### config.mk
export PLATFORM = sky130hd
export DESIGN_NAME = line_steering_pwm
export DESIGN_NICKNAME = d
export VERILOG_FILES = /design/src/rtl/line_steering_pwm_pkg.sv /design/src/rtl/line_steering_pwm_pwm_channel.sv /design/src/rtl/line_steering_pwm.sv
export SDC_FILE = /design/constraint.sdc
export NUM_CORES = 1
export LEC_CHECK = 0
export BUFFER_PORTS_ARGS = -buffer_cell sky130_fd_sc_hd__buf_4
export CORE_MARGIN = 8
export CORE_UTILIZATION = 30
export DETAILED_ROUTE_END_ITERATION = 8
export PLACE_DENSITY_LB_ADDON = 0.12
export REMOVE_ABC_BUFFERS = 1
export SLEW_MARGIN = 10
export SYNTH_ARGS = -nofsm -noshare
export SYNTH_HDL_FRONTEND = slang
export SYNTH_SLANG_ARGS = --single-unit
### constraint.sdc
create_clock -name pixel_clock -period 9.7 [get_ports pixel_clock]
set_clock_uncertainty 0.05 [all_clocks]
set_input_delay 1.94 -clock pixel_clock [delete_from_list [all_inputs] [get_ports pixel_clock]]
set_output_delay 1.94 -clock pixel_clock [all_outputs]
set_load 0.05 [all_outputs]
### src/rtl/line_steering_pwm_pkg.sv
// Purpose: shared types, constants and helpers for the line-steering PWM block.
// Contents: track_state encoding, PWM period, error offset, history depth,
//           position-to-error conversion and duty saturation.
package line_steering_pwm_pkg;

    localparam int unsigned POS_W      = 4;
    localparam int unsigned EDGE_W     = 16;
    localparam int unsigned DUTY_W     = 8;
    localparam int unsigned ERR_W      = 6;
    localparam int unsigned SUM_W      = 7;
    localparam int unsigned HIST_DEPTH = 4;
    localparam int unsigned AVG_SH     = $clog2(HIST_DEPTH);
    localparam int unsigned PWM_PERIOD = 255;
    localparam int unsigned ERR_OFFSET = 15;

    localparam logic [1:0] ST_IDLE   = 2'd0;
    localparam logic [1:0] ST_TRACK  = 2'd1;
    localparam logic [1:0] ST_COAST  = 2'd2;
    localparam logic [1:0] ST_SEARCH = 2'd3;

    typedef enum logic [1:0] {
        S_IDLE   = ST_IDLE,
        S_TRACK  = ST_TRACK,
        S_COAST  = ST_COAST,
        S_SEARCH = ST_SEARCH
    } track_state_e;

    typedef logic signed [ERR_W-1:0] err_t;
    typedef logic signed [SUM_W-1:0] sum_t;

    // Bin index to signed steering error: 0 -> -15, 15 -> +15.
    function automatic err_t pos_to_err(input logic [POS_W-1:0] pos);
        return $signed({1'b0, pos, 1'b0}) - err_t'(ERR_OFFSET);
    endfunction

    // Clamp a signed duty candidate into the 8-bit range.
    function automatic logic [DUTY_W-1:0] sat_duty(input int v);
        if (v < 0) begin
            return '0;
        end else if (v > int'(2**DUTY_W - 1)) begin
            return '1;
        end else begin
            return DUTY_W'(v);
        end
    endfunction

endpackage

### src/rtl/line_steering_pwm_pwm_channel.sv
// Purpose: one PWM channel with glitch-free duty update at period wrap.
// Ports: pixel_clock, reset_n (sync, active-low), tick (advance counter),
//        duty (requested duty), pwm (registered PWM output).
module pwm_channel
    import line_steering_pwm_pkg::*;
(
    input  logic              pixel_clock,
    input  logic              reset_n,
    input  logic              tick,
    input  logic [DUTY_W-1:0] duty,
    output logic              pwm
);

    logic [DUTY_W-1:0] cnt_q, cnt_d;
    logic [DUTY_W-1:0] shadow_q, shadow_d;

    // Counter runs 0..PWM_PERIOD-1; shadow duty only reloads on the wrap.
    always_comb begin
        cnt_d    = cnt_q;
        shadow_d = shadow_q;
        if (tick) begin
            if (cnt_q == DUTY_W'(PWM_PERIOD - 1)) begin
                cnt_d    = '0;
                shadow_d = duty;
            end else begin
                cnt_d = cnt_q + DUTY_W'(1);
            end
        end
    end

    always_ff @(posedge pixel_clock) begin
        if (!reset_n) begin
            cnt_q    <= '0;
            shadow_q <= '0;
            pwm      <= 1'b0;
        end else begin
            cnt_q    <= cnt_d;
            shadow_q <= shadow_d;
            pwm      <= (cnt_d < shadow_d);
        end
    end

endmodule

### src/rtl/line_steering_pwm.sv
// Purpose: per-frame steering controller: captures line position at vsync
//          fall, filters error over four frames, runs IDLE/TRACK/COAST/SEARCH
//          and drives differential motor PWM.
// Ports: pixel_clock, reset_n (sync, active-low), vsync, line_position,
//        edge_max, enable in; pwm_left/right, duty_left/right, track_state,
//        frame_strobe out (all registered).
module line_steering_pwm
    import line_steering_pwm_pkg::*;
#(
    parameter int          BASE_DUTY   = 128,
    parameter int          GAIN        = 6,
    parameter int unsigned MIN_EDGES   = 64,
    parameter int unsigned LOST_FRAMES = 8,
    parameter int unsigned SEARCH_DUTY = 96,
    parameter int unsigned PWM_DIV     = 4
) (
    input  logic              pixel_clock,
    input  logic              reset_n,
    input  logic              vsync,
    input  logic [POS_W-1:0]  line_position,
    input  logic [EDGE_W-1:0] edge_max,
    input  logic              enable,
    output logic              pwm_left,
    output logic              pwm_right,
    output logic [DUTY_W-1:0] duty_left,
    output logic [DUTY_W-1:0] duty_right,
    output logic [1:0]        track_state,
    output logic              frame_strobe
);

    localparam int unsigned LC_W  = $clog2(LOST_FRAMES + 1);
    localparam int unsigned PRE_W = (PWM_DIV > 1) ? $clog2(PWM_DIV) : 1;

    logic               vsync_q, pend_q, valid_q, commit_q;
    logic [POS_W-1:0]   pos_q;
    track_state_e       state_q;
    err_t               hist_q [HIST_DEPTH];
    logic [LC_W-1:0]    lost_q;
    logic [DUTY_W-1:0]  ldut_q, rdut_q;
    logic [PRE_W-1:0]   pre_q;

    logic               fall_c, tick_c, lost_hit_c;
    logic [LC_W:0]      lost_inc_c;
    err_t               err_c;
    err_t               hist_sh_c [HIST_DEPTH];
    sum_t               sum_sh_c, sum_hold_c, avg_sh_c, avg_hold_c, avg_fill_c;
    logic [DUTY_W-1:0]  dl_sh_c, dr_sh_c, dl_fill_c, dr_fill_c, dl_srch_c, dr_srch_c;

    function automatic logic [DUTY_W-1:0] steer_duty(input sum_t avg, input logic left);
        int steer;
        steer = int'(avg) * GAIN;
        return left ? sat_duty(BASE_DUTY + steer) : sat_duty(BASE_DUTY - steer);
    endfunction

    assign fall_c = vsync_q & ~vsync & enable;

    // Error, shifted/held history averages and the duty candidates they imply.
    always_comb begin
        err_c        = pos_to_err(pos_q);
        hist_sh_c[0] = err_c;
        for (int i = 1; i < int'(HIST_DEPTH); i++) begin
            hist_sh_c[i] = hist_q[i-1];
        end
        sum_sh_c   = '0;
        sum_hold_c = '0;
        for (int i = 0; i < int'(HIST_DEPTH); i++) begin
            sum_sh_c   = sum_sh_c + SUM_W'(hist_sh_c[i]);
            sum_hold_c = sum_hold_c + SUM_W'(hist_q[i]);
        end
        avg_sh_c   = sum_sh_c >>> AVG_SH;
        avg_hold_c = sum_hold_c >>> AVG_SH;
        avg_fill_c = SUM_W'(err_c);
        dl_sh_c    = steer_duty(avg_sh_c, 1'b1);
        dr_sh_c    = steer_duty(avg_sh_c, 1'b0);
        dl_fill_c  = steer_duty(avg_fill_c, 1'b1);
        dr_fill_c  = steer_duty(avg_fill_c, 1'b0);
        // SEARCH spins toward the side the line was last seen on.
        dl_srch_c  = avg_hold_c[SUM_W-1] ? '0 : DUTY_W'(SEARCH_DUTY);
        dr_srch_c  = avg_hold_c[SUM_W-1] ? DUTY_W'(SEARCH_DUTY) : '0;
        lost_inc_c = {1'b0, lost_q} + (LC_W+1)'(1);
        lost_hit_c = lost_inc_c >= (LC_W+1)'(LOST_FRAMES);
    end

    // Capture at T, state update at T+1, outputs committed at T+2.
    always_ff @(posedge pixel_clock) begin
        if (!reset_n) begin
            vsync_q      <= 1'b0;
            pend_q       <= 1'b0;
            valid_q      <= 1'b0;
            commit_q     <= 1'b0;
            pos_q        <= '0;
            state_q      <= S_IDLE;
            for (int i = 0; i < int'(HIST_DEPTH); i++) hist_q[i] <= '0;
            lost_q       <= '0;
            ldut_q       <= '0;
            rdut_q       <= '0;
            duty_left    <= '0;
            duty_right   <= '0;
            track_state  <= ST_IDLE;
            frame_strobe <= 1'b0;
        end else begin
            vsync_q      <= vsync;
            pend_q       <= fall_c;
            commit_q     <= 1'b0;
            duty_left    <= ldut_q;
            duty_right   <= rdut_q;
            track_state  <= state_q;
            frame_strobe <= commit_q;
            if (fall_c) begin
                pos_q   <= line_position;
                valid_q <= (edge_max >= EDGE_W'(MIN_EDGES));
            end
            if (!enable) begin
                pend_q       <= 1'b0;
                state_q      <= S_IDLE;
                for (int i = 0; i < int'(HIST_DEPTH); i++) hist_q[i] <= '0;
                lost_q       <= '0;
                ldut_q       <= '0;
                rdut_q       <= '0;
                duty_left    <= '0;
                duty_right   <= '0;
                track_state  <= ST_IDLE;
                frame_strobe <= 1'b0;
            end else if (pend_q) begin
                commit_q <= 1'b1;
                if (valid_q) begin
                    state_q <= S_TRACK;
                    lost_q  <= '0;
                    if (state_q == S_TRACK || state_q == S_COAST) begin
                        hist_q <= hist_sh_c;
                        ldut_q <= dl_sh_c;
                        rdut_q <= dr_sh_c;
                    end else begin
                        for (int i = 0; i < int'(HIST_DEPTH); i++) hist_q[i] <= err_c;
                        ldut_q <= dl_fill_c;
                        rdut_q <= dr_fill_c;
                    end
                end else begin
                    case (state_q)
                        S_TRACK, S_COAST: begin
                            lost_q <= lost_inc_c[LC_W-1:0];
                            if (lost_hit_c) begin
                                state_q <= S_SEARCH;
                                ldut_q  <= dl_srch_c;
                                rdut_q  <= dr_srch_c;
                            end else begin
                                state_q <= S_COAST;
                            end
                        end
                        S_SEARCH: begin
                            ldut_q <= dl_srch_c;
                            rdut_q <= dr_srch_c;
                        end
                        default: begin
                            ldut_q <= '0;
                            rdut_q <= '0;
                        end
                    endcase
                end
            end
        end
    end

    // Shared PWM prescaler.
    assign tick_c = (pre_q == PRE_W'(PWM_DIV - 1));

    always_ff @(posedge pixel_clock) begin
        if (!reset_n) begin
            pre_q <= '0;
        end else begin
            pre_q <= tick_c ? '0 : pre_q + PRE_W'(1);
        end
    end

    pwm_channel u_pwm_left (
        .pixel_clock (pixel_clock),
        .reset_n     (reset_n),
        .tick        (tick_c),
        .duty        (duty_left),
        .pwm         (pwm_left)
    );

    pwm_channel u_pwm_right (
        .pixel_clock (pixel_clock),
        .reset_n     (reset_n),
        .tick        (tick_c),
        .duty        (duty_right),
        .pwm         (pwm_right)
    );

endmodule
Word level (Yosys, flattened, before mapping)
Index checks and enable logic that the tools add are counted.
{"block": "op_classes", "add_sub_neg": 15, "multipliers": 2, "order_cmp": 12, "n_eq_ne": 7, "mux": 33, "n_bitwise": 4, "reduce_logical": 8}
{"op": "two-way mux 8 bit", "count": 22}
{"op": "case mux 8 bit (2 select lines)", "count": 2}
{"op": "adder 7 x 6 -> 7 bit", "count": 4}
{"op": "> comparator 11 x 9 -> 1 bit (second input constant)", "count": 2}
{"op": "less-than comparator 11 x 1 -> 1 bit (second input constant)", "count": 2}
{"op": "> comparator 10 x 9 -> 1 bit (second input constant)", "count": 2}
{"op": "less-than comparator 10 x 1 -> 1 bit (second input constant)", "count": 2}
{"op": "two-way mux 18 bit", "count": 1}
{"op": "adder 8 x 1 -> 8 bit (second input constant)", "count": 2}
{"op": "equality test 8 bit (second input constant)", "count": 2}
{"op": "greater-or-equal comparator 16 x 7 -> 1 bit (second input constant)", "count": 1}
{"op": "less-than comparator 8 bit", "count": 2}
{"op": "adder 6 x 6 -> 7 bit", "count": 2}
{"op": "two-way mux 7 bit", "count": 2}
{"op": "adder 9 x 10 -> 11 bit (first input constant)", "count": 1}
{"op": "subtractor 9 x 10 -> 11 bit (first input constant)", "count": 1}
{"op": "adder 9 x 9 -> 10 bit (first input constant)", "count": 1}
{"op": "subtractor 9 x 9 -> 10 bit (first input constant)", "count": 1}
{"op": "multiplier 6 x 3 -> 9 bit (second input constant)", "count": 1}
{"op": "multiplier 5 x 3 -> 8 bit (second input constant)", "count": 1}
{"op": "two-way mux 4 bit", "count": 2}
{"op": "AND reduction 2 bit", "count": 4}
{"op": "equality test 2 bit (second input constant)", "count": 3}
{"op": "subtractor 5 x 4 -> 6 bit (second input constant)", "count": 1}
{"op": "other kinds (12)", "count": 17}
{"block": "word_totals", "ff_bits": 109, "out_inout_bits": 21, "wordCells": 105}

Depth between registers and ports, before layout
Gate-level depths: netlist of the first run.
{"block": "logic_depth", "word_depth": 11, "mapped_depth": 20}

Cells and area by module
From an unflattened synthesis of the first run, not the netlist that was laid out.
{"block": "hier_totals", "cells_unflattened": 716, "area_unflattened_um2": 6433.7}
{"module": "line_steering_pwm", "n_inst": 1, "cells_each": 510, "area_per_inst_um2": 4523.1, "seq_area_each_um2": 1421.4}
{"module": "pwm_channel (u_pwm_right)", "n_inst": 1, "cells_each": 103, "area_per_inst_um2": 959.7, "seq_area_each_um2": 340.3}
{"module": "pwm_channel (u_pwm_left)", "n_inst": 1, "cells_each": 103, "area_per_inst_um2": 950.9, "seq_area_each_um2": 340.3}

Worst setup path after synthesis of the first run
No wires, ideal clock.
{"block": "synth_timing", "path_kind": "reg2reg", "start": "register hist_q[9] in the netlist's numbering", "end": "register rdut_q[5]", "arrival_time_ns": 4.539, "t_required_ns": 9.591, "setup_slack_ns": 5.053, "stages_incl_launch_ff": 20, "path_buffers": 1, "synth_period_minus_slack_ns": 4.647, "path_cell_list": "dfxtp_1 inv_1 fa_1 fa_1 inv_1 ha_1 a21oi_2 o21ai_2 o21ai_1 nor2_2 buf_6 ha_1 ha_1 xor2_1 nand3_1 nand2_1 a21boi_0 or4b_1 a31oi_1 o22a_1"}
{"block": "synth_via", "elab_chain_len": 8, "elab_cells_between_ends": 14}
{"item": "start, declared", "line_no": "line_steering_pwm.sv:37", "source": "err_t hist_q [HIST_DEPTH];"}
{"item": "start signal, assigned", "line_no": "line_steering_pwm.sv:130", "source": "hist_q <= hist_sh_c;"}
{"item": "adder 7 x 6 -> 7 bit", "line_no": "line_steering_pwm.sv:67", "source": "sum_sh_c = sum_sh_c + SUM_W'(hist_sh_c[i]);"}
{"item": "multiplier 5 x 3 -> 8 bit", "line_no": "line_steering_pwm.sv:51", "source": "steer = int'(avg) * GAIN;"}
{"item": "subtractor 9 x 9 -> 10 bit", "line_no": "line_steering_pwm.sv:52", "source": "return left ? sat_duty(BASE_DUTY + steer) : sat_duty(BASE_DUTY - steer);"}
{"item": "> comparator 10 x 9 -> 1 bit", "line_no": "line_steering_pwm_pkg.sv:40", "source": "end else if (v > int'(2**DUTY_W - 1)) begin"}
{"item": "two-way mux 8 bit", "line_no": "line_steering_pwm_pkg.sv:40"}
{"item": "two-way mux 8 bit", "line_no": "line_steering_pwm_pkg.sv:38", "source": "if (v < 0) begin"}
{"item": "two-way mux 8 bit", "line_no": "line_steering_pwm.sv:129", "source": "if (state_q == S_TRACK || state_q == S_COAST) begin"}
{"item": "two-way mux 8 bit (*)", "line_no": "line_steering_pwm.sv:126", "source": "if (valid_q) begin"}
{"item": "end signal, assigned", "line_no": "line_steering_pwm.sv:132", "source": "rdut_q <= dr_sh_c;"}
{"item": "end signal, assigned", "line_no": "line_steering_pwm.sv:136", "source": "rdut_q <= dr_fill_c;"}
{"item": "end signal, assigned", "line_no": "line_steering_pwm.sv:145", "source": "rdut_q <= dr_srch_c;"}
{"item": "end, declared", "line_no": "line_steering_pwm.sv:39", "source": "logic [DUTY_W-1:0] ldut_q, rdut_q;"}
Every way passes the cells marked *; elsewhere a longest branch is shown, timed or not. The select of a mux whose other input is x is not followed.
A chain may end at the register's enable or synchronous reset.

Worst setup path in the final report of the first run
{"block": "layout_timing", "start": "register pos_q[2]", "end": "register rdut_q[5]"}
{"block": "layout_via", "elab_chain_len": 11, "elab_cells_between_ends": 18}
{"item": "start, declared", "line_no": "line_steering_pwm.sv:35", "source": "logic [POS_W-1:0] pos_q;"}
{"item": "start signal, assigned", "line_no": "line_steering_pwm.sv:110", "source": "pos_q <= line_position;"}
{"item": "subtractor 5 x 4 -> 6 bit (*)", "line_no": "line_steering_pwm_pkg.sv:33", "source": "return $signed({1'b0, pos, 1'b0}) - err_t'(ERR_OFFSET);"}
{"item": "adder 6 x 6 -> 7 bit", "line_no": "line_steering_pwm.sv:67"}
{"item": "adder 7 x 6 -> 7 bit (2 in series)", "line_no": "line_steering_pwm.sv:67"}
{"item": "multiplier 5 x 3 -> 8 bit", "line_no": "line_steering_pwm.sv:51"}
{"item": "subtractor 9 x 9 -> 10 bit", "line_no": "line_steering_pwm.sv:52"}
{"item": "> comparator 10 x 9 -> 1 bit", "line_no": "line_steering_pwm_pkg.sv:40"}
{"item": "two-way mux 8 bit", "line_no": "line_steering_pwm_pkg.sv:40"}
{"item": "two-way mux 8 bit", "line_no": "line_steering_pwm_pkg.sv:38"}
{"item": "two-way mux 8 bit (*)", "line_no": "line_steering_pwm.sv:129"}
{"item": "two-way mux 8 bit (*)", "line_no": "line_steering_pwm.sv:126"}
Every way passes the cells marked *; elsewhere a longest branch is shown, timed or not.

==> results of run 1 <==
## stage by stage
step	hold WS [ns]	area [sq um]	cells	setup WS, ns
2_1_floorplan	0.353	6080	684	5.00
3_3_place_gp	0.361	6730	996	4.19
3_5_place_dp	0.373	6730	996	4.22
4_1_cts	0.384	7020	1012	4.20
5_1_grt	0.406	7020	1012	3.86
6_report	0.389	7020	1012	4.19
## layout make-up
cell class,instances,area (sq um)
Timing Repair Buffer,42,315
Multi-Input combinational cell,538,3820
Inverter,41,154
Clock inverter,7,63.8
Tap cell,270,338
Clock buffer,9,225
Fill cell,2137,13300
Sequential cell,105,2100
## where the power goes
group / total [mW] / switching (mW) / internal, mW / leakage (nW)
combinational: 0.0596 / 0.0358 / 0.0238 / 2.01
clock: 0.361 / 0.181 / 0.180 / 0.145
sequential: 0.437 / 0.00364 / 0.434 / 0.847
## worst paths after layout
| path | start | endpoint | cells after the start |
|---|---|---|---|
| hold / removal | pre_q[0] | pre_q[0] | 1 |
| hold reg to reg | pre_q[0] | pre_q[0] | 1 |
| setup reg to reg | pos_q[2] | rdut_q[5] | 18 |
| setup / recovery | pos_q[2] | rdut_q[5] | 18 |
## kinds of logic (layout without fill, tap and decap cells)
| family | count (synthesis) | count (layout) |
|---|---|---|
| simple gates | 257 | 257 |
| flops | 105 | 105 |
| fa+ha+maj | 71 | 71 |
| compound gates | 157 | 157 |
| xor+xnor | 26 | 26 |
| mux | 27 | 27 |
| buf+inv | 75 | 99 |
## registers in the layout, summed over array words and instances, names as in the netlist, 2 cells and up
register,count
duty_left,8
duty_right,8
hist_q,20
ldut_q,8
lost_q,4
pos_q,4
pre_q,2
rdut_q,8
state_q,2
track_state,2
u_pwm_left.cnt_q,8
u_pwm_left.shadow_q,8
u_pwm_right.cnt_q,8
u_pwm_right.shadow_q,8
## per-layer routing
metal	track usage	share of wire	vias up
li1	-	-	2541
met1	0.148	0.46	2363
met2	0.204	0.49	73
met3	0.0247	0.033	11
met4	0.0344	0.012	0
met5	0	0	-
## critical path: stages, from the launching register on
cell      delay [ns]
dfxtp_1         0.54
inv_1           0.10
fa_1            0.46
fa_1            0.51
inv_1           0.04
ha_1            0.35
nand2_1         0.08
o21ai_2         0.18
o21ai_1         0.24
nor2_2          0.55
ha_1            0.34
ha_1            0.34
xor2_1          0.39
nand3_1         0.23
nand2_1         0.13
a21boi_0        0.09
or4b_1          0.52
a31oi_1         0.17
o22a_1          0.14
## cell usage in the layout, fill, tap and decap left out, types with 8 or more instances in the layout
master     instances
dfxtp_1          105
nand2_1           73
nor2_1            64
ha_1              48
a21oi_1           45
buf_4             42
inv_1             41
o21ai_0           41
mux2i_1           25
fa_1              23
and3_1            22
nor2b_1           21
nand3_1           15
nor3_1            13
xor2_1            13
xnor2_1           12
and2_1            10
o31ai_1            9
clkbuf_16          9
nand2b_1           8
==> qor.csv, run 1 <==
metric;value;unit
Die X;160;um
Rows;52;
crit-path max FO;12;
# clock sinks;105;
Achievable Freq;0.182;GHz
die area;25600;sq um
Avg Cell Area, Syn;8.67;sq um
routed vias;4988;
status;finished clean;
Most used DFF post-synth;dfxtp_1;
#FFs+latches synth;105;
fin nets;832;
Pre-Repair DR Iteration Count;4;
most frequent cells after synthesis;dfxtp_1 (105), nand2_1 (73), nor2_1 (64);
Critical Path AT;5.77;ns
total track usage;0.119;
Worst-Skew Late Latency;0.36;ns
post-synth cell types;65;
register area share after synthesis;0.338;
Max-Cap Viols;0;
fin crit share;0.568;
Synth top area share;0.338;
DPL Wire Length;11.2;mm
diodes inserted;0;
RSZ-0062 raised after global routing;false;
Synth Area in XOR/XNOR;0.0378;
cts repair resizes;0;
Post-Synthesis Cell Area;6220;sq um
leakage;3.01;nW
ys async rst share;0;
Setup-failing EPs final;0;
port bufs;38;
Die Y;160;um
multiplexer share of the synthesized area;0.0438;
first-pass GRT wire length;25.1;mm
most common cell in the netlist;dfxtp_1;
Tightest Pin Transition;0.980;ns
Peak supply drop;78.5;uV
compound-gate portion of the synthesized area;0.159;
Hold Path Class;flop to flop;
Slew Limit Fails;0;
largest net degree at the start of global routing;57;
area grow syn2layout;12.8;%
vias in the first global route;4929;
Final GP Congestion;0.865;
layout cell share with drive strength beyond 1;0.0916;
Syn. warnings;0;
initial antenna violation count;0;
Power Density;122;nW/um^2
Setup crit start kind;flop;
Adder-Cell Fraction of Synth Area;0.170;
TritonCTS clock tree;built;
Post-synth EDFFs;0;
flop-to-flop setup slack;4.19;ns
setup tns final;0;ns
clk slew on worst S/H paths;0.08;ns
I/O pin count;45;
Crit Path Category;flop to flop;
fraction of the mapped netlist area in simple logic gates;0.202;
ANT nets after route;0;
final WL;15.2;mm
final core utilization;0.346;
Via density;4.93;
Yosys top cell by area;dfxtp_1;
Worst Path Required;9.96;ns
largest buffer count on any clock path;2;
min cycle time layout;5.51;ns
Syn Inst Count;718;
Overall Power;858;uW
WL/cell;15.0;um
H-tree Lvls;3;
Root Buffer;clkbuf_16;
synth top area cells;dfxtp_1 (34%), ha_1 (9.7%), fa_1 (7.4%);
Starting Density;0.307;
Post-CTS Hold Buffers;0;
core box area;20300;sq um
clock buffer count from CTS;9;
crit path capture type;flop;
largest family of logic cells by synthesized area;simple AND/OR/NAND/NOR gates;
# Post-CTS Setup Buffers;0;
Final Hold Viols;0;
grt ovf;0;
DR iter-0 viols;262;
max_slew headroom;0.345;
number of remaining DRC errors;0;
Power figures use the tool's default switching activity.
==> run 2: changes to the inputs <==
--- a/config.mk
+++ b/config.mk
@@ -5,6 +5,7 @@
 export SDC_FILE = /design/constraint.sdc
 export NUM_CORES = 1
 export LEC_CHECK = 0
+export ABC_AREA = 1
 export BUFFER_PORTS_ARGS = -buffer_cell sky130_fd_sc_hd__buf_4
 export CORE_MARGIN = 8
 export CORE_UTILIZATION = 30
==> constraint.sdc (replaced) <==
create_clock -name pixel_clock -period 5.2 [get_ports pixel_clock]
set_clock_uncertainty 0.05 [all_clocks]
set_input_delay 1.04 -clock pixel_clock [delete_from_list [all_inputs] [get_ports pixel_clock]]
set_output_delay 1.04 -clock pixel_clock [all_outputs]
set_load 0.05 [all_outputs]
==> run 2 against run 1 <==
  * Setup slack got worse by 3.8 ns
  * Largest power group unchanged
  * Final cell count grew 4.6%
  * Worst hold slack got worse by 0.021 ns
==> qor.csv, run 2 <==
metric;value;unit
Syn Inst Count;756;
Worst-Skew Late Latency;0.35;ns
hold worst-path end;frame_strobe;
Adder-Cell Fraction of Synth Area;0.177;
Post-synth EDFFs;0;
WL/cell;13.1;um
clock buffer count from CTS;9;
commonest non-fill, non-tap cell in the layout;nand2_1;
most frequent cells in the layout;nand2_1 (134), inv_1 (113), dfxtp_1 (104), nor2_1 (78), ha_1 (48);
Biggest register;hist_q;
synth top area cells;dfxtp_1 (35%), ha_1 (10%), nand2_1 (8.4%);
crit path capture type;flop;
port bufs;38;
most frequent cells after synthesis;nand2_1 (134), inv_1 (113), dfxtp_1 (105);
#FFs+latches synth;105;
Crit Path Category;flop to flop;
setup tns final;0;ns
Final Hold Viols;0;
most common cell in the netlist;nand2_1;
core box area;19500;sq um
Overall Power;1.66;mW
Synth Area in XOR/XNOR;0.0264;
final worst slack;0.376;ns
Worst Path Required;5.43;ns
Post-Synthesis Cell Area;5980;sq um
worst hold start;commit_q;
Critical Path AT;5.06;ns
routed vias;4791;
number of remaining DRC errors;0;
area grow syn2layout;14.7;%
leakage;2.90;nW
Die X;157;um
compound-gate portion of the synthesized area;0.111;
WHS Path Cells;2;
post-synth cell types;40;
crit-path max FO;6;
multiplexer share of the synthesized area;0.0234;
final WL;13.9;mm
TritonCTS clock tree;built;
flop-to-flop setup slack;0.38;ns
Synth top area share;0.351;
fraction of the mapped netlist area in simple logic gates;0.224;
Hold Path Class;flop to flop;
Area after DPL;6550;sq um
Tightest Pin Transition;1.05;ns
fin nets;884;
diodes inserted;0;
first-pass GRT wire length;23.1;mm
DPL Wire Length;10.8;mm
Setup crit start kind;flop;
r2r worst-path depth;23;
Achievable Freq;0.207;GHz
RSZ-0062 raised after global routing;false;
# clock sinks;105;
post-route cell area;6860;sq um
grt ovf;0;
DP Worst Slack;0.175;ns
Syn. warnings;0;
total track usage;0.118;
min cycle time layout;4.82;ns
Avg Cell Area, Syn;7.91;sq um
vias in the first global route;4786;
register area share after synthesis;0.351;
Starting Density;0.306;
max_slew headroom;0.296;
fin crit share;0.928;
Most used DFF post-synth;dfxtp_1;
DR iter-0 viols;137;
clk slew on worst S/H paths;0.07;ns
Yosys top cell by area;dfxtp_1;
ys async rst share;0;
Crit Reg-Reg Endpoint;rdut_q[5];
I/O pin count;45;
Power Density;242;nW/um^2
Pre-Repair DR Iteration Count;4;
Post-CTS Hold Buffers;0;
max FFs per register;20;
Root Buffer;clkbuf_16;
Final GP Congestion;0.824;
die area;24700;sq um
largest buffer count on any clock path;2;
layout cell share with drive strength beyond 1;0.112;
status;finished clean;
Setup-failing EPs final;0;
Critical R2R Launch;pos_q[2];
Slew Limit Fails;0;
largest net degree at the start of global routing;36;
Rows;51;
Die Y;157;um
Max-Cap Viols;0;
H-tree Lvls;3;
Peak supply drop;141;uV
largest family of logic cells by synthesized area;simple AND/OR/NAND/NOR gates;
ANT nets after route;0;
Worst Setup SP;pos_q[2];
initial antenna violation count;0;
Fin Hold WS;0.369;ns
Via density;4.52;
[run 2: changes by cell type in the layout (fill, tap and decap cells not counted), sizes merged, moves of 8 or more]
cell / delta
and3: -20
nand2b: -8
mux2i: -11
inv: +71
o31ai: -9
nor4: +9
nor2: +14
nor2b: -21
a221oi: +8
nand3: +24
nand2: +70
and2: -12
[run 2: layer usage]
layer | routed length, um | GRT usage | share of wire | vias to the layer above
met3 | 403 | 0.0266 | 0.029 | 26
li1 | - | - | - | 2518
met4 | 341 | 0.0476 | 0.025 | 0
met1 | 6480 | 0.143 | 0.47 | 2185
met2 | 6660 | 0.198 | 0.48 | 62
met5 | 0 | 0 | 0 | -
[run 2: per-stage QoR]
stage / util / instances
after floorplan: - / 735
after global placement: 0.335 / 1043
after detailed placement: 0.335 / 1043
after CTS: 0.351 / 1059
after global routing: 0.352 / 1059
final: 0.352 / 1059
[run 2: worst max-delay path, cell delays in order (launching register included)]
cell and delay (ns):
dfxtp_1 0.48, inv_1 0.11, fa_1 0.46, fa_1 0.51, inv_1 0.04, ha_1 0.35, nand2_1 0.09, nand2_1 0.07
a31oi_1 0.17, xnor2_1 0.12, ha_1 0.32, ha_1 0.18, inv_1 0.06, fa_1 0.38, or2_4 0.27, a21oi_2 0.19
inv_1 0.09, nand3_2 0.08, nand2_2 0.10, a21oi_4 0.22, nand2_1 0.12, nand2_1 0.08, nand2_1 0.06, a21oi_1 0.15
[run 2: how the worst max path moves through the flow]
stage	to	slack [ns]	depth (start not counted)
2_1_floorplan	rdut_q[3]	0.69	20
3_3_place_gp	rdut_q[4]	0.24	20
3_5_place_dp	rdut_q[4]	0.17	20
4_1_cts	rdut_q[4]	0.15	20
5_1_grt	rdut_q[4]	0.05	21
6_report	rdut_q[5]	0.38	23
[run 2: final cells by class]
cell class                      instances  area [sq um]
Multi-Input combinational cell        516          3370
Sequential cell                       105          2100
Clock buffer                           10           239
Inverter                              114           428
Fill cell                            2073         12700
Clock inverter                          6          73.8
Timing Repair Buffer                   43           323
Tap cell                              265           332
[run 2: power breakdown]
part / switching, mW / internal (mW) / total [mW]
registers: 0.00474 / 0.809 / 0.814
clock network: 0.326 / 0.393 / 0.719
logic: 0.0827 / 0.0477 / 0.130
[run 2: cells by family after synthesis]
group	count (synthesis)
buf+inv	135
xor+xnor	18
mux	14
flops	105
simple gates	300
fa+ha+maj	71
compound gates	113
[run 2: repair_timing]
item	in CTS	in global routing
buffers inserted	0	0
resized for setup	0	3
hold endpoints to repair	0	0
setup endpoints to repair	0	14
==> run 3: changes to the inputs <==
--- a/config.mk
+++ b/config.mk
@@ -6,9 +6,10 @@
 export NUM_CORES = 1
 export LEC_CHECK = 0
 export ABC_AREA = 1
-export BUFFER_PORTS_ARGS = -buffer_cell sky130_fd_sc_hd__buf_4
+export BUFFER_PORTS_ARGS = -buffer_cell sky130_fd_sc_hd__buf_2
+export CORE_ASPECT_RATIO = 1.2
 export CORE_MARGIN = 8
-export CORE_UTILIZATION = 30
+export CORE_UTILIZATION = 42
 export DETAILED_ROUTE_END_ITERATION = 8
 export PLACE_DENSITY_LB_ADDON = 0.12
 export REMOVE_ABC_BUFFERS = 1
==> run 3 against run 2 <==
  * Flip-flop and latch count unchanged
  * Via count up 2.1%
  * Global-route usage up 3.2 points
  * Sequential share of layout area up 1.0 points
  * Power down 4.7%
  * Largest power group unchanged
  * Highest routed layer unchanged
==> qor.csv, run 3 (synthesis gave the netlist of run 2 again) <==
metric;value;unit
Max-Cap Viols;0;
Final Hold Viols;0;
# clock sinks;105;
Starting Density;0.422;
grt ovf;0;
Setup-failing EPs final;0;
clk slew on worst S/H paths;0.07;ns
Achievable Freq;0.206;GHz
TritonCTS clock tree;built;
routed vias;4890;
most frequent cells in the layout;nand2_1 (134), inv_1 (113), dfxtp_1 (105), nor2_1 (77), ha_1 (48);
clock buffer count from CTS;9;
Critical Path AT;5.04;ns
max FFs per register;20;
Fin Hold WS;0.371;ns
Tightest Pin Transition;1.04;ns
ANT nets after route;0;
final core utilization;0.468;
Worst Path Required;5.38;ns
crit path capture type;flop;
met2 Use GR;0.278;
largest buffer count on any clock path;2;
Final GP Congestion;0.847;
I/O pin count;45;
most crowded layer after global routing;met2;
Root Buffer;clkbuf_16;
diodes inserted;0;
die area;18300;sq um
vias in the first global route;4918;
total track usage;0.150;
DP Worst Slack;0.192;ns
core box area;14200;sq um
layout cell share with drive strength beyond 1;0.112;
Die Y;147;um
status;finished clean;
min cycle time layout;4.85;ns
Filler Cells Inserted;1444;
WHS Path Cells;2;
commonest non-fill, non-tap cell in the layout;nand2_1;
Worst-Skew Late Latency;0.35;ns
Rows;48;
DPL Wire Length;10.3;mm
crit-path max FO;9;
Pre-Repair DR Iteration Count;5;
Die X;125;um
final worst slack;0.347;ns
Register Area;2100;sq um
number of remaining DRC errors;0;
largest net degree at the start of global routing;36;
area grow syn2layout;10.9;%
DR iter-0 viols;271;
Setup crit start kind;flop;
Via density;5.05;
setup tns final;0;ns
Slew Limit Fails;0;
H-tree Lvls;3;
max_slew headroom;0.305;
Hold Path Class;flop to flop;
leakage;2.87;nW
first-pass GRT wire length;22.6;mm
WL/cell;13.6;um
final WL;13.1;mm
port bufs;38;
Power Density;239;nW/um^2
fin crit share;0.933;
Biggest register;hist_q;
RSZ-0062 raised after global routing;false;
GR Layer Usage met1;0.159;
r2r worst-path depth;21;
fin nets;885;
Crit Path Category;flop to flop;
initial antenna violation count;0;
Global Route met3 Usage;0.0341;
Peak supply drop;135;uV
multi-input logic area;3370;sq um
## run 3: changes by cell type in the layout (fill, tap and decap cells not counted), sizes merged
| cell | change |
|---|---|
| inv | -2 |
| clkinv | -1 |
| clkinvlp | +2 |
| bufinv | -1 |
| clkbuf | +1 |
| buf | +1 |
## run 3: timing repair
item	CTS	global route
gates resized for setup	0	3
hold buffers	0	0
hold endpoints to repair	0	0
endpoints found under the setup margin	0	10
setup buffers	0	0
## run 3: path summary, 6_finish.rpt
| check | start | slack (ns) | end |
|---|---|---|---|
| worst max-delay path | hist_q[7] | 0.35 | rdut_q[4] |
| worst min register to register | commit_q | 0.37 | frame_strobe |
| worst max register to register | hist_q[7] | 0.35 | rdut_q[4] |
| worst min-delay path | commit_q | 0.37 | frame_strobe |
## run 3: per-stage QoR
step	power, mW	cell area (sq um)	instances
after global placement	0.956	6350	954
after floorplan	0.922	5890	735
after global routing	1.65	6630	969
after CTS	1.61	6630	969
after detailed placement	0.959	6350	954
final	1.59	6630	969
## run 3: routing by layer
metal | vias to the layer above | wire [um] | part of all wire
met5 | - | 0 | 0
met4 | 0 | 351 | 0.027
met3 | 24 | 382 | 0.029
met2 | 68 | 6770 | 0.52
met1 | 2275 | 5640 | 0.43
li1 | 2523 | - | -
## run 3: worst max-delay path, stage by stage (launching register included)
cell      delay (ns)
dfxtp_1         0.38
inv_1           0.10
fa_1            0.57
fa_1            0.43
nor2_2          0.17
inv_1           0.07
fa_1            0.42
xnor2_1         0.14
buf_4           0.16
ha_1            0.29
ha_1            0.18
inv_1           0.06
fa_1            0.37
or2_4           0.27
a21oi_2         0.19
inv_1           0.09
nand3_1         0.10
nand2_2         0.09
nand2_4         0.13
nand3_4         0.10
o211ai_1        0.29
nand2_1         0.07
## run 3: power by group
| group | total [mW] | leakage [nW] | internal (mW) | switching [mW] |
|---|---|---|---|---|
| Sequential | 0.814 | 0.847 | 0.810 | 0.00440 |
| Combinational | 0.126 | 1.89 | 0.0444 | 0.0815 |
| Clock | 0.645 | 0.134 | 0.348 | 0.297 |
| Total | 1.59 | 2.87 | 1.20 | 0.383 |
## run 3: cell type report
cell class / instances / area share
Inverter: 114 / 0.0645
Sequential cell: 105 / 0.317
Clock buffer: 11 / 0.0381
Tap cell: 175 / 0.0330
Clock inverter: 4 / 0.00434
Timing Repair Buffer: 44 / 0.0355
Multi-Input combinational cell: 516 / 0.508
